==> src/rtl/mem_arb_pkg.sv <==
// mem_arb_pkg -- shared types and constants for the instruction/data memory
// arbiter.
//   state_t     : arbiter FSM states
//   GNT_IF/GNT_D: grant encoding (which requester owns the current slot)
//   MEM_LAT_DEF : default memory read latency in cycles
package mem_arb_pkg;

   typedef enum logic [1:0] {
      IDLE  = 2'd0,
      ISSUE = 2'd1,
      WAIT  = 2'd2,
      RESP  = 2'd3
   } state_t;

   localparam logic GNT_IF = 1'b0;
   localparam logic GNT_D  = 1'b1;

   localparam int MEM_LAT_DEF = 2;

endpackage

==> src/rtl/mem_arb_select.sv <==
// mem_arb_select -- grant choice between fetch and data requesters.
// Data normally wins. With MEM_ARB_STARVE_GUARD_EN defined, a skip counter
// tracks data grants made while fetch was waiting and hands the slot to fetch
// once MAX_SKIP such grants have been made in a row.
// Ports:
//   clk, rst  : clock, synchronous active-high reset (counter only)
//   if_req    : fetch request
//   d_req     : data request
//   grant_en  : arbiter is in IDLE; a grant is taken this edge if any req
//   gnt       : chosen requester (GNT_IF / GNT_D), combinational
// Macro: MEM_ARB_STARVE_GUARD_EN enables the skip counter.
module mem_arb_select
   import mem_arb_pkg::*;
#(
   parameter int MAX_SKIP = 4
) (
   input  logic clk,
   input  logic rst,
   input  logic if_req,
   input  logic d_req,
   input  logic grant_en,
   output logic gnt
);

`ifdef MEM_ARB_STARVE_GUARD_EN
   localparam int SKIP_W = $clog2(MAX_SKIP + 1);

   logic [SKIP_W-1:0] skip_cnt;
   logic              fetch_due;

   assign fetch_due = if_req && (skip_cnt == SKIP_W'(MAX_SKIP));

   always_comb begin
      gnt = GNT_IF;
      if (d_req && !fetch_due)
         gnt = GNT_D;
   end

   // Counter only moves on an edge where a grant is actually taken.
   always_ff @(posedge clk) begin
      if (rst)
         skip_cnt <= '0;
      else if (grant_en && (if_req || d_req)) begin
         if (gnt == GNT_IF)
            skip_cnt <= '0;
         else if (if_req)
            skip_cnt <= skip_cnt + 1'b1;
      end
   end
`else
   logic unused_sel;

   assign gnt        = d_req ? GNT_D : GNT_IF;
   assign unused_sel = ^{clk, rst, grant_en, 32'(MAX_SKIP)};
`endif

endmodule

==> src/rtl/mem_arbiter.sv <==
// mem_arbiter -- shares one single-ported synchronous memory between the
// instruction-fetch and load/store stages. One access at a time runs through
// IDLE -> ISSUE -> (WAIT) -> RESP; data accesses have priority.
// Ports:
//   clk, rst                      : clock, synchronous active-high reset
//   if_req/if_addr                : fetch request (held until if_ack)
//   if_rdata/if_ack               : fetched word, one-cycle completion
//   d_req/d_we/d_addr/d_wdata     : data request (held until d_ack)
//   d_rdata/d_ack                 : load data, one-cycle completion
//   mem_en/mem_we/mem_addr/mem_wdata : memory strobe and command
//   mem_rdata                     : memory read data, MEM_LAT cycles after
//                                   the request is granted
//   stall                         : a request is outstanding without its ack
// Macro: MEM_ARB_STARVE_GUARD_EN (in mem_arb_select) bounds fetch starvation.
module mem_arbiter
   import mem_arb_pkg::*;
#(
   parameter int ADDR_W   = 32,
   parameter int DATA_W   = 32,
   parameter int MEM_LAT  = MEM_LAT_DEF,
   parameter int MAX_SKIP = 4
) (
   input  logic              clk,
   input  logic              rst,
   input  logic              if_req,
   input  logic [ADDR_W-1:0] if_addr,
   output logic [DATA_W-1:0] if_rdata,
   output logic              if_ack,
   input  logic              d_req,
   input  logic              d_we,
   input  logic [ADDR_W-1:0] d_addr,
   input  logic [DATA_W-1:0] d_wdata,
   output logic [DATA_W-1:0] d_rdata,
   output logic              d_ack,
   output logic              mem_en,
   output logic              mem_we,
   output logic [ADDR_W-1:0] mem_addr,
   output logic [DATA_W-1:0] mem_wdata,
   input  logic [DATA_W-1:0] mem_rdata,
   output logic              stall
);

   localparam int CNT_W = $clog2(MEM_LAT + 1);

   state_t           state, state_nxt;
   logic             gnt_sel, gnt_q;
   logic [CNT_W-1:0] lat_cnt;
   logic             any_req;
   logic             capture;

   assign any_req = if_req | d_req;
   assign stall   = (if_req & ~if_ack) | (d_req & ~d_ack);

   // Read data is sampled MEM_LAT edges after the grant edge: straight out of
   // ISSUE for single-cycle memory, otherwise on the WAIT edge where the
   // counter (loaded with MEM_LAT-1) steps from 1 to 0.
   assign capture = ((state == ISSUE) && (MEM_LAT == 1)) ||
                    ((state == WAIT) && (lat_cnt == CNT_W'(1)));

   mem_arb_select #(
      .MAX_SKIP (MAX_SKIP)
   ) u_select (
      .clk      (clk),
      .rst      (rst),
      .if_req   (if_req),
      .d_req    (d_req),
      .grant_en (state == IDLE),
      .gnt      (gnt_sel)
   );

   always_ff @(posedge clk) begin
      if (rst)
         state <= IDLE;
      else
         state <= state_nxt;
   end

   always_comb begin
      state_nxt = state;
      case (state)
         IDLE:    if (any_req) state_nxt = ISSUE;
         ISSUE:   state_nxt = (MEM_LAT == 1) ? RESP : WAIT;
         WAIT:    if (capture) state_nxt = RESP;
         RESP:    state_nxt = IDLE;
         default: state_nxt = IDLE;
      endcase
   end

   always_ff @(posedge clk) begin
      if (rst) begin
         gnt_q     <= GNT_IF;
         lat_cnt   <= '0;
         mem_en    <= 1'b0;
         mem_we    <= 1'b0;
         mem_addr  <= '0;
         mem_wdata <= '0;
         if_ack    <= 1'b0;
         d_ack     <= 1'b0;
         if_rdata  <= '0;
         d_rdata   <= '0;
      end else begin
         mem_en <= 1'b0;
         if_ack <= 1'b0;
         d_ack  <= 1'b0;

         case (state)
            IDLE: begin
               if (any_req) begin
                  // Latch the winner's command; later input changes are ignored.
                  gnt_q  <= gnt_sel;
                  mem_en <= 1'b1;
                  if (gnt_sel == GNT_D) begin
                     mem_we    <= d_we;
                     mem_addr  <= d_addr;
                     mem_wdata <= d_wdata;
                  end else begin
                     mem_we   <= 1'b0;
                     mem_addr <= if_addr;
                  end
               end
            end
            ISSUE:   lat_cnt <= CNT_W'(MEM_LAT - 1);
            WAIT:    lat_cnt <= lat_cnt - 1'b1;
            default: ;
         endcase

         if (capture) begin
            if (gnt_q == GNT_D) begin
               d_ack <= 1'b1;
               if (!mem_we)
                  d_rdata <= mem_rdata;
            end else begin
               if_ack   <= 1'b1;
               if_rdata <= mem_rdata;
            end
         end
      end
   end

endmodule
==> config.mk <==
export PLATFORM = sky130hd
export DESIGN_NAME = mem_arbiter
export DESIGN_NICKNAME = d
export VERILOG_FILES = /design/src/rtl/mem_arb_pkg.sv /design/src/rtl/mem_arb_select.sv /design/src/rtl/mem_arbiter.sv
export SDC_FILE = /design/constraint.sdc
export NUM_CORES = 1
export LEC_CHECK = 0
export BUFFER_PORTS_ARGS = -buffer_cell sky130_fd_sc_hd__buf_4
export CORE_UTILIZATION = 48
export DETAILED_ROUTE_END_ITERATION = 8
export HOLD_SLACK_MARGIN = 0.08
export PLACE_DENSITY = 0.82
export RECOVER_POWER = 100
export SETUP_SLACK_MARGIN = 0.05
export SYNTH_ARGS = -nofsm -noshare
export SYNTH_HDL_FRONTEND = slang
export SYNTH_SLANG_ARGS = --single-unit
==> constraint.sdc <==
create_clock -name clk -period 2.7 [get_ports clk]
set_clock_uncertainty 0.1 [all_clocks]
set_input_delay 0.27 -clock clk [delete_from_list [all_inputs] [get_ports clk]]
set_output_delay 0.27 -clock clk [all_outputs]
set_load 0.02 [all_outputs]
# Word-level counts from Yosys, hierarchy flattened
# Cells that the tools add are included.
[totals]
wordCells = 48
output_inout_bits = 133
regBits = 137
inputBits = 133
[op_classes]
n_addsub = 1
n_reduce_logical = 10
n_mux = 10
bitwise = 10
n_eq_ne = 6
[op_table]
columns = ["cell", "count"]
rows = [
  ["two-way mux 32 bit", 1],
  ["case mux 2 bit (4 select lines)", 1],
  ["inverter 1 bit", 6],
  ["AND reduction 2 bit", 3],
  ["AND reduction 3 bit", 2],
  ["two-way mux 1 bit", 5],
  ["== test 2 x 1 -> 1 bit, second input constant", 2],
  ["== test 2 bit, second input constant", 2],
  ["two-way mux 2 bit", 2],
  ["inequality test 2 bit, second input constant", 2],
  ["case mux 2 bit (2 select lines)", 1],
  ["OR reduction 2 bit", 2],
  ["AND 1 bit", 2],
  ["zero test 2 bit", 1],
  ["OR 1 bit", 2],
  ["nonzero test 2 bit", 1],
  ["subtractor 2 x 1 -> 2 bit, second input constant", 1],
  ["logical AND 1 bit", 1],
]

# Logic depth before layout (Yosys ltp)
[logic_depth]
depth_word = 4
ltp_mapped = 8
depth_no_buf = 5

# Hierarchy
# Synthesis repeated with hierarchy kept, for this count alone.
[unflattened]
hier_cells = 611
hier_area_um2 = 5176.2
[modules_own_cells]
columns = ["module", "area_per_inst_um2", "seq_area_each_um2", "cells_per_inst", "instances"]
rows = [
  ["mem_arbiter", 5168.7, 2742.6, 610, 1],
  ["mem_arb_select", 7.5, 0.0, 1, 1],
]

# Worst setup path before layout
# OpenSTA, ideal clock, no wires.
[synth_timing]
kind = "flip-flop to flip-flop"
from = "register state[0]"
to = "register if_rdata[22]"
arrival_ns = 1.333
path_buffers = 2
stages_incl_launch_ff = 8
period_less_slack_ns = 1.504
t_required_ns = 2.530
setup_ns = 0.070
path_slack_ns = 1.196
path_cell_list = "dfxtp_1 > inv_1 > ha_1 > buf_2 > nand3b_1 > clkbuf_1 > nand2_1 > a21oi_1"
[synth_between]
elab_chain_cells = 3
[synth_rtl]
columns = ["element", "line", "source"]
rows = [
  ["start, declared", "mem_arbiter.sv:45", "state_t state, state_nxt;"],
  ["start signal, assigned", "mem_arbiter.sv:75", "state <= state_nxt;"],
  ["== test 2 bit", "mem_arbiter.sv:58", "((state == WAIT) && (lat_cnt == CNT_W'(1)));"],
  ["logical AND 1 bit", "mem_arbiter.sv:58", ""],
  ["AND reduction 2 bit (no source line)", "-", ""],
  ["end signal, assigned", "mem_arbiter.sv:134", "if_rdata <= mem_rdata;"],
  ["end, declared", "mem_arbiter.sv:27", "output logic [DATA_W-1:0] if_rdata,"],
]
# Every way passes these cells.
# A chain may end at the register's enable or synchronous reset.

# Worst setup path in the final report
[layout_timing]
from = "register state[0]"
to = "register d_rdata[14]"
[layout_between]
elab_chain_cells = 3
[layout_rtl]
columns = ["element", "line", "source"]
rows = [
  ["== test 2 bit", "mem_arbiter.sv:58", ""],
  ["logical AND 1 bit", "mem_arbiter.sv:58", ""],
  ["AND reduction 3 bit (no source line)", "-", ""],
  ["end signal, assigned", "mem_arbiter.sv:131", "d_rdata <= mem_rdata;"],
  ["end, declared", "mem_arbiter.sv:33", "output logic [DATA_W-1:0] d_rdata,"],
]
# Every way passes these cells.

==> results.toml <==
[status]
outcome = "complete, no violations"

[synth]
syn-cell-area_um2 = 5110
yosysUniqueCellTypes = 26
syn_inst = 610
ys_ff_latch = 137
syn-num-nets = 747
synth.avg_cell_area_um2 = 8.37
synth_seq_area_share = 0.537
synth_warnings = 0

[timing]
hold_violations = 0
total_negative_setup_slacks_ns = 0
holdWs_ns = 0.0754
tightest_slew_ns = 0.718
max-slew-margin-rel = 0.521
timing.final.max_slew_violations = 0
grt_setup_unrepaired = "no"
period_needed_ns = 2.13
layout_worst_path_cycle_share = 0.788
max_freq_ghz = 0.470
setup_viol_count_final = 0

[floorplan]
die_x_um = 105
rows = 37
die_area_um2 = 11100
fp.dieH_um = 105
initial_core_util = 0.495
floorplan.io_pins = 266
fp.coreArea_um2 = 10300

[worst_setup_path]
rr_startpoint = "state[0]$_SDFFE_PP0P_"
worstSetupPathType = "flip-flop to flip-flop"
worst_ep_arrival_time_ns = 2.47
required_time_at_the_endpoint_of_the_critical_path_ns = 3.04
critical_path_peak_fanout = 32
crit_path_start_kind = "flip-flop"
setup_crit_start = "state[0]$_SDFFE_PP0P_"
setup_crit_end_kind = "flip-flop"

[power_and_ir_drop]
power_density_nw_per_um2 = 821
power_mw = 6.99
ir_worst_vdd_v = 0.000532
power_leakage_nw = 3.43

[hold_path]
hold_path.class = "input pin to flip-flop"
min_from = "if_addr[16]"

[clock_tree]
cts_max_level = 4
tritoncts = "done"
cts_max_path_buffers = 2
clock_sinks = 137
numCtsBuffers = 17
clk_root_buffer_cell = "clkbuf_8"
clkSlewWorstSetupHoldPaths_ns = 0.06
clock_latency_ns = 0.51

[routing]
routed_via_density = 5.27
wire_per_inst_um = 17.3
detailroute.via_count = 5955
routed_wirelength_um = 19600
drtAntennaViolNets = 0
drt-initial-drc-count = 423
dr.pass1.iters = 5
detail_route.drc_violations = 0

[cells_and_area]
antenna-diode-count = 0
most_frequent_standard_cell_in_the_layout_excluding_fill_and_tap_cells = "nand2_1"
count_of_nets_after_finishing = 1118
layout-area-overhead-vs-synth_pct = 66.7
final_core_utilization = 0.825
commonest_non_fill_non_tap_cells_in_the_layout = "nand2_1, dfxtp_1, buf_4"
layout-drive-gt1-share = 0.175
fin_cells = 1130

[global_route]
groute.usage.overall = 0.354
grt_first_pass_wirelength_um = 30400
antenna_found_initial = 0
via_count_of_the_first_global_routing_pass = 6278
remaining_global_route_overflow = 0
grt_start_max_net_pins = 65

[placement]
post-dp-hpwl_um = 10300
port-buffer-count = 265
dpl.cell_count = 972
place.gp.congestion = 0.826

[job]
max_cap_viol_count = 0
worst paths after layout:
check	to	slack (ns)	cells after the start
worst min-delay path	mem_addr[16]$_SDFFE_PP0P_	0.08	3
worst min register to register	d_rdata[25]$_SDFFE_PP0P_	0.35	2
worst max-delay path	d_rdata[14]$_SDFFE_PP0P_	0.57	6
worst max register to register	d_rdata[14]$_SDFFE_PP0P_	0.57	6
sequential cells by signal (all words and copies together), names as in the netlist:
| register | cells |
|---|---|
| if_rdata | 32 |
| state | 2 |
| gnt_q | 1 |
| mem_we | 1 |
| if_ack | 1 |
| d_rdata | 32 |
| mem_en | 1 |
| d_ack | 1 |
| lat_cnt | 2 |
| mem_wdata | 32 |
| mem_addr | 32 |
per-layer routing:
metal	global-route usage	wire length, µm	vias up
met2	0.627	9850	331
met4	0.270	1240	0
met1	0.355	7100	2749
met5	0	0	-
li1	-	-	2774
met3	0.0923	1370	101
cell type report:
| cell class | count | area (µm²) |
|---|---|---|
| clock buffer | 22 | 483 |
| tap | 136 | 170 |
| timing repair buffer | 400 | 2840 |
| clock inverter | 10 | 140 |
| multi-input combinational | 419 | 2120 |
| fill | 654 | 1810 |
| sequential | 137 | 2740 |
| inverter | 6 | 22.5 |
Yosys cell counts:
| master | n | area [µm²] |
|---|---|---|
| a211oi_1 | 32 | 240 |
| a21boi_1 | 1 | 7.51 |
| a21oi_1 | 99 | 495 |
| a22oi_1 | 1 | 7.51 |
| and2_1 | 1 | 6.26 |
| and3b_1 | 1 | 8.76 |
| and4b_1 | 1 | 10.0 |
| buf_1 | 4 | 15.0 |
| buf_2 | 19 | 95.1 |
| buf_4 | 4 | 30.0 |
| buf_6 | 1 | 11.3 |
| clkbuf_1 | 20 | 75.1 |
| dfxtp_1 | 137 | 2740 |
| ha_1 | 4 | 50.1 |
| inv_1 | 6 | 22.5 |
| mux2i_1 | 33 | 330 |
| nand2_1 | 193 | 724 |
| nand2b_1 | 3 | 18.8 |
| nand3_1 | 3 | 15.0 |
| nand3b_1 | 1 | 7.51 |
| nand4b_1 | 1 | 8.76 |
| nor2_1 | 39 | 146 |
| o21a_1 | 2 | 15.0 |
| o21ai_0 | 2 | 10.0 |
| o22ai_1 | 1 | 6.26 |
| or3b_1 | 1 | 8.76 |
repair_timing:
action                                  CTS  global route
hold buffers                            126             0
endpoints found under the setup margin    0             0
endpoints found under the hold margin   129             0
setup buffers                             0             0
resized for setup                         0             0
per-stage QoR:
stage | setup WS (ns) | area (µm²)
after detailed placement | 0.767 | 7140
after CTS | 0.797 | 9020
after floorplan | 1.20 | 5110
after global placement | 0.836 | 7140
final | 0.572 | 8520
after global routing | 0.491 | 8520
critical path, stage by stage, from the launching register on:
cell and delay (ns):
dfxtp_1 0.31, inv_1 0.11, ha_1 0.34, and4b_1 0.24
clkbuf_2 0.57, nand2_1 0.21, a21oi_1 0.18
logic make-up after synthesis:
kind of cell	share of synthesized area
simple gates	0.187
compound gates	0.153
flops	0.537
buf+inv	0.0487
mux	0.0647
fa+ha+maj	0.00980
power breakdown:
| part | total (mW) | switching (mW) | internal [mW] |
|---|---|---|---|
| combinational | 2.07 | 1.34 | 0.725 |
| sequential | 2.55 | 0.208 | 2.34 |
| clock | 2.38 | 0.848 | 1.53 |
Power figures use the tool's default switching activity.
